<file path="config.mk">
export PLATFORM = sky130hd
export DESIGN_NAME = shift_sequencer
export DESIGN_NICKNAME = d
export VERILOG_FILES = /design/src/rtl/shift_pkg.sv /design/src/rtl/shift_step.sv /design/src/rtl/shift_sequencer.sv
export SDC_FILE = /design/constraint.sdc
export NUM_CORES = 1
export LEC_CHECK = 0
export BUFFER_PORTS_ARGS = -buffer_cell sky130_fd_sc_hd__buf_2
export CAP_MARGIN = 20
export CORE_MARGIN = 5
export CORE_UTILIZATION = 35
export CTS_CLUSTER_DIAMETER = 30
export CTS_CLUSTER_SIZE = 12
export DETAILED_ROUTE_END_ITERATION = 8
export SLEW_MARGIN = 20
export SYNTH_ARGS = -nofsm -noshare
export SYNTH_HDL_FRONTEND = slang
export SYNTH_SLANG_ARGS = --single-unit
</file>
<file path="constraint.sdc">
create_clock -name clk -period 1.3 [get_ports clk]
set_input_delay 0.325 -clock clk [delete_from_list [all_inputs] [get_ports clk]]
set_output_delay 0.325 -clock clk [all_outputs]
set_load 0.02 [all_outputs]
</file>
<file path="src/rtl/shift_pkg.sv">
// Shared types and limits for the multi-cycle shift sequencer.
package shift_pkg;

  typedef enum logic [1:0] {
    IDLE  = 2'd0,
    SHIFT = 2'd1,
    DONE  = 2'd2
  } state_t;

  localparam logic       SHIFT_LEFT    = 1'b1;
  localparam logic       SHIFT_LOGICAL = 1'b1;
  localparam logic [3:0] MAX_LEFT_AMT  = 4'd14;
  localparam logic [3:0] MAX_RIGHT_AMT = 4'd15;

  // The down-counter must hold the largest legal amount in either direction.
  localparam int CNT_W = $clog2(int'(MAX_RIGHT_AMT) + 1);

  // Only left-by-15 is rejected; every 4-bit right amount is legal.
  function automatic logic amt_illegal(input logic dir, input logic [3:0] amt);
    return (dir == SHIFT_LEFT) && (amt > MAX_LEFT_AMT);
  endfunction

endpackage

</file>
<file path="src/rtl/shift_step.sv">
// One-position shift used once per SHIFT cycle by the sequencer.
module shift_step
  import shift_pkg::*;
#(
  parameter int WIDTH = 16
) (
  input  logic [WIDTH-1:0] i_src,
  input  logic             i_dir,
  input  logic             i_type,
  output logic [WIDTH-1:0] o_out
);

  // Left shifts ignore type; right shifts fill the MSB with 0 or the sign.
  always_comb begin
    o_out = i_src;
    if (i_dir == SHIFT_LEFT) begin
      o_out = {i_src[WIDTH-2:0], 1'b0};
    end else if (i_type == SHIFT_LOGICAL) begin
      o_out = {1'b0, i_src[WIDTH-1:1]};
    end else begin
      o_out = {i_src[WIDTH-1], i_src[WIDTH-1:1]};
    end
  end

endmodule

</file>
<file path="src/rtl/shift_sequencer.sv">
// Multi-cycle shift engine: one single-bit shift per clock, done pulse at end.
//
// state | meaning
// ------+----------------------------------------------------------
// IDLE  | waiting for start
// SHIFT | applying one shift step per cycle, counter running down
// DONE  | result valid, one-cycle done pulse; may accept a new start
module shift_sequencer
  import shift_pkg::*;
#(
  parameter int WIDTH = 16
) (
  input  logic             clk,
  input  logic             reset_n,
  input  logic             start,
  input  logic [WIDTH-1:0] src,
  input  logic             shiftDirection,
  input  logic             shiftType,
  input  logic [3:0]       shiftAmt,
  output logic             busy,
  output logic             done,
  output logic             illegal,
  output logic [WIDTH-1:0] result
);

  state_t             r_state;
  state_t             w_state_next;
  logic [CNT_W-1:0]   r_count;
  logic               r_dir;
  logic               r_type;
  logic               r_illegal;
  logic [WIDTH-1:0]   r_result;
  logic [WIDTH-1:0]   w_step;
  logic               w_accept;
  logic               w_req_illegal;

  shift_step #(.WIDTH(WIDTH)) u_step (
    .i_src  (r_result),
    .i_dir  (r_dir),
    .i_type (r_type),
    .o_out  (w_step)
  );

  // Next-state and status decode; busy/done come straight from the state register.
  always_comb begin
    w_state_next  = r_state;
    busy          = 1'b0;
    done          = 1'b0;
    w_accept      = start && ((r_state == IDLE) || (r_state == DONE));
    w_req_illegal = amt_illegal(shiftDirection, shiftAmt);
    case (r_state)
      IDLE, DONE: begin
        done = (r_state == DONE);
        if (w_accept) begin
          w_state_next = ((shiftAmt == '0) || w_req_illegal) ? DONE : SHIFT;
        end else begin
          w_state_next = IDLE;
        end
      end
      SHIFT: begin
        busy = 1'b1;
        if (r_count == CNT_W'(1)) w_state_next = DONE;
      end
      default: w_state_next = IDLE;
    endcase
  end

  // State register.
  always_ff @(posedge clk) begin
    if (!reset_n) r_state <= IDLE;
    else          r_state <= w_state_next;
  end

  // Operand capture on accept, then one step and one count per SHIFT cycle.
  always_ff @(posedge clk) begin
    if (!reset_n) begin
      r_result  <= '0;
      r_count   <= '0;
      r_dir     <= 1'b0;
      r_type    <= 1'b0;
      r_illegal <= 1'b0;
    end else if (w_accept) begin
      r_result  <= src;
      r_count   <= shiftAmt;
      r_dir     <= shiftDirection;
      r_type    <= shiftType;
      r_illegal <= w_req_illegal;
    end else if (r_state == SHIFT) begin
      r_result  <= w_step;
      r_count   <= r_count - 1'b1;
    end
  end

  assign illegal = r_illegal;
  assign result  = r_result;

endmodule
</file>
Yosys cells after proc, flatten, opt, wreduce, memory -nomap -nowiden
Index checks and enable logic that the tools add are counted.
- bits in registers: 25
- input port bits: 25
- output and inout bits: 19
- logic and storage cells: 35
- $add $sub $neg: 1
- $lt $le $gt $ge: 1
- equal/unequal tests: 4
- mux-type cells: 12
- reductions and logical operators: 10
- operators by type and width (cell ; number):
    $mux W16 ; 4
    $mux W4 ; 2
    $mux W2 ; 3
    $eq A4 B1 Y1 const B ; 1
    $gt A4 B4 Y1 const B ; 1
    $logic_not A4 Y1 ; 1
    $pmux W2 S2 ; 1
    $sub A4 B1 Y4 const B ; 1
    $reduce_bool A3 Y1 ; 1
    $eq A2 B1 Y1 const B ; 1
    $eq A2 B2 Y1 const B ; 1
    $logic_and A1 B1 Y1 ; 2
    $logic_not A2 Y1 ; 1
    $logic_or A1 B1 Y1 ; 2
    $mux W1 ; 2
    $ne A2 B2 Y1 const B ; 1
    $reduce_and A2 Y1 ; 1
    $reduce_bool A2 Y1 ; 1
    $reduce_or A2 Y1 ; 1

Longest topological paths before layout
- depth in word-level cells: 6
- depth in mapped cells: 5

Hierarchy
A second synthesis with hierarchy kept.
- cells, all modules: 152
- area total of the unflattened synthesis: 1355.0 sq um
- modules (own cells, without submodules) (module ; times used ; cells each ; area an instance (sq um)):
    shift_sequencer ; 1 ; 131 ; 1122.3
    shift_step ; 1 ; 21 ; 232.7

Worst setup path after synthesis
OpenSTA, ideal clock, no wires.
- path kind: reg-to-output
- start: reg r_state[0]
- end: out busy
- arrival: 0.853 ns
- required time: 0.975 ns
- setup slack: 0.122 ns
- cell stages (with the launch flop): 5
- path buffers: 2
- path through: dfxtp_1 -> nand2b_4 -> inv_2 -> buf_6 -> buf_4
- longest elaborated chain between the ends: 2
- ends and longest elaborated chain (item ; RTL line ; source):
    start: declaration ; shift_sequencer.sv:26 ; state_t r_state;
    start signal: assignment ; shift_sequencer.sv:71 ; else r_state <= w_state_next;
    $eq A2 B1 Y1 ; shift_sequencer.sv:51 ; case (r_state)
    $mux W1 ; shift_sequencer.sv:51 ;
    end: declaration ; shift_sequencer.sv:20 ; output logic busy,
Every way passes these cells.

Worst setup path after layout
- start: reg r_state[1]
- end: out busy
Same word-level chain as after synthesis.

==> reports/metrics.yaml <==
clock_tree:
  clockBufferDepth: 2
  cts_tree: "done"
  cts_hold_buf: 0
  path_clk_slew_ns: 0.10
  cts_buffers: 3
  clockRootBuffer: "clkbuf_8"
  htree_levels: 1
  clock-sinks: 25
  clkLatencyLatePin_ns: 0.28
finish:
  antenna_cells: 0
  stdcell_count: 251
  area_growth_pct: 27.7
  design_area_sq_um: 1780
  drive_gt1_frac: 0.423
  nNetsFinal: 229
  utilization: 0.454
setup_path:
  crit_fanout: 3
  r2r-start: "r_state[1]$_SDFFE_PN0P_"
  crit_path_start_kind: "flip-flop"
  crit_required_ns: 0.98
  arrival_ns: 0.94
  startpoint: "r_state[1]$_SDFFE_PN0P_"
  criticalPathCategory: "flip-flop to primary output"
  cp-end-kind: "primary output"
grt:
  antenna_found_initial: 0
  grt_use_total: 0.140
  grt_max_degree: 15
  grt_pass1_vias: 1285
  grt_pass1_wl_mm: 5.90
  grt_overflow: 0
yosys:
  ys_seq_elements: 25
  postSynthCellCount: 151
  synth_edf_count: 0
  synth_area_per_cell_sq_um: 9.21
  ys_async_sr_fraction: 0
  synth_ff_type: "dfxtp_1"
  yosysWarnings: 0
  yosysSeqAreaShare: 0.360
  yosysUniqueCellTypes: 37
  syn_nets: 178
  synth_area_sq_um: 1390
timing:
  finClkSkew_ns: 0.00902
  post-route-min-period_ns: 1.26
  hold_viol: 0
  max_slew_margin: 0.741
  period_share: 0.970
  clock.fmax_mhz: 793
  drv_slew: 0
  timing.hold.ws_ns: 0.288
  worstMarginPinSlew_ns: 0.385
  final-setup-viol-count: 0
floorplanning:
  die_x_um: 73.0
  coreArea_sq_um: 3910
  rows: 23
  start_util: 0.355
  die_y_um: 73.0
  io_pins: 44
  dieArea_sq_um: 5330
placement:
  place_area_sq_um: 1690
  dpl.hpwl_mm: 2.64
  placed_cells: 244
  port_buffers: 43
  gp_congestion: 0.756
pwr:
  clkPwrFrac: 0.218
  power_mw: 2.24
  switchingPower_mw: 0.802
  leakagePower_nw: 0.734
  p_comb_frac: 0.346
  internal_power_mw: 1.44
  p_per_area_nw_per_um2: 1260
  ir_drop_uv: 615
  p_seq_frac: 0.436
  switching_share: 0.358
routing:
  postRouteAntennaNets: 0
  first_iter_violations: 56
  routed_via_density: 5.10
  wl_per_cell_um: 14.2
  first_pass_iters: 4
  wl_mm: 3.57
  vias: 1281
  drc: 0
hold_path:
  hp-start: "src[11]"
  holdCritPathClass: "input port to flip-flop"
run_status:
  status: "complete, no violations"
flow_run:
  drv_cap: 0
[layout by cell type (no fill, tap or decap), types with 4 or more instances in the layout]
cell type	count
a21boi_0	6
o21ai_0	14
buf_4	16
nor3_1	10
mux2i_1	9
a22oi_1	4
dfxtp_1	22
buf_2	42
nand3_1	10
mux2_2	5
nand2_1	10
a211oi_2	9
[routing by layer]
layer | wire, um | GRT usage
met5 | 0 | 0
met2 | 1720 | 0.231
met3 | 186 | 0.0344
met4 | 58 | 0.0574
met1 | 1600 | 0.171
[path summary, 6_finish.rpt]
path | endpoint | slack (ns) | depth (start not counted)
setup / recovery | busy | 0.04 | 3
hold / removal | result[11]$_SDFFE_PN0P_ | 0.29 | 3
setup reg to reg | result[3]$_SDFFE_PN0P_ | 0.06 | 6
hold reg to reg | r_type$_SDFFE_PN0P_ | 0.47 | 2
[worst max-delay path: stages (launching register included)]
cell and delay (ns):
dfxtp_2 0.33, nand2b_4 0.15, inv_6 0.07, buf_6 0.11
[final cells by class]
class / count / area, sq um
clock buffer: 3 / 41.3
inverter: 4 / 20.0
fill: 396 / 2140
sequential: 25 / 504
timing repair buffer: 60 / 362
clock inverter: 1 / 5.00
tap: 50 / 62.6
multi-input combinational: 108 / 781
[power by group through the flow]
stage	logic, mW	clock network (mW)	registers, mW
after floorplan	0.453	0	1.05
final	0.776	0.488	0.977
after CTS	0.775	0.498	0.974
after global routing	0.849	0.521	0.993
after detailed placement	0.745	0	0.990
after global placement	0.741	0	0.991
[cell usage after synthesis (all sizes together) (2+ instances only)]
library cell / count / area, sq um
inv: 4 / 15.0
a211oi: 9 / 113
o21ai: 14 / 70.1
nor2: 3 / 11.3
nand2b: 2 / 22.5
nor3: 11 / 55.1
dfxtp: 25 / 500
a21boi: 8 / 60.1
mux2i: 9 / 90.1
ha: 2 / 25.0
a32oi: 2 / 17.5
nand2: 10 / 37.5
buf: 12 / 91.3
a22oi: 4 / 30.0
a31oi: 3 / 18.8
clkbuf: 2 / 7.51
mux2: 5 / 56.3
nor2b: 3 / 18.8
nand3: 10 / 50.1
[cells by family (layout without fill, tap and decap cells)]
family,count (synthesis),after routing,synth area share
muxes,14,14,0.105
and+or+nand+nor,45,45,0.172
buffers and inverters,18,68,0.0819
AOI/OAI and AO/OA,47,47,0.263
DFF,25,25,0.360
adders and majority gates,2,2,0.0180
[through the flow]
stage               TNS (ns)  worst slack [ns]
global placement           0            0.0827
detailed placement         0            0.0715
CTS                        0            0.0161
floorplan                  0             0.122
global route         -0.0215           -0.0215
finish                     0            0.0392
[state kept, by name (all words and copies together), names as in the netlist]
register,flops
r_state,2
illegal,1
r_dir,1
r_count,4
result,16
r_type,1
[repair_timing]
item / 4_1_cts / 5_1_grt
resized for setup: 5 / 3
endpoints found under the setup margin: 1 / 16
buffers inserted: 2 / 1
pin swaps: 0 / 0
gates cloned: 0 / 0
No activity file was read; power rests on OpenSTA's default activity.
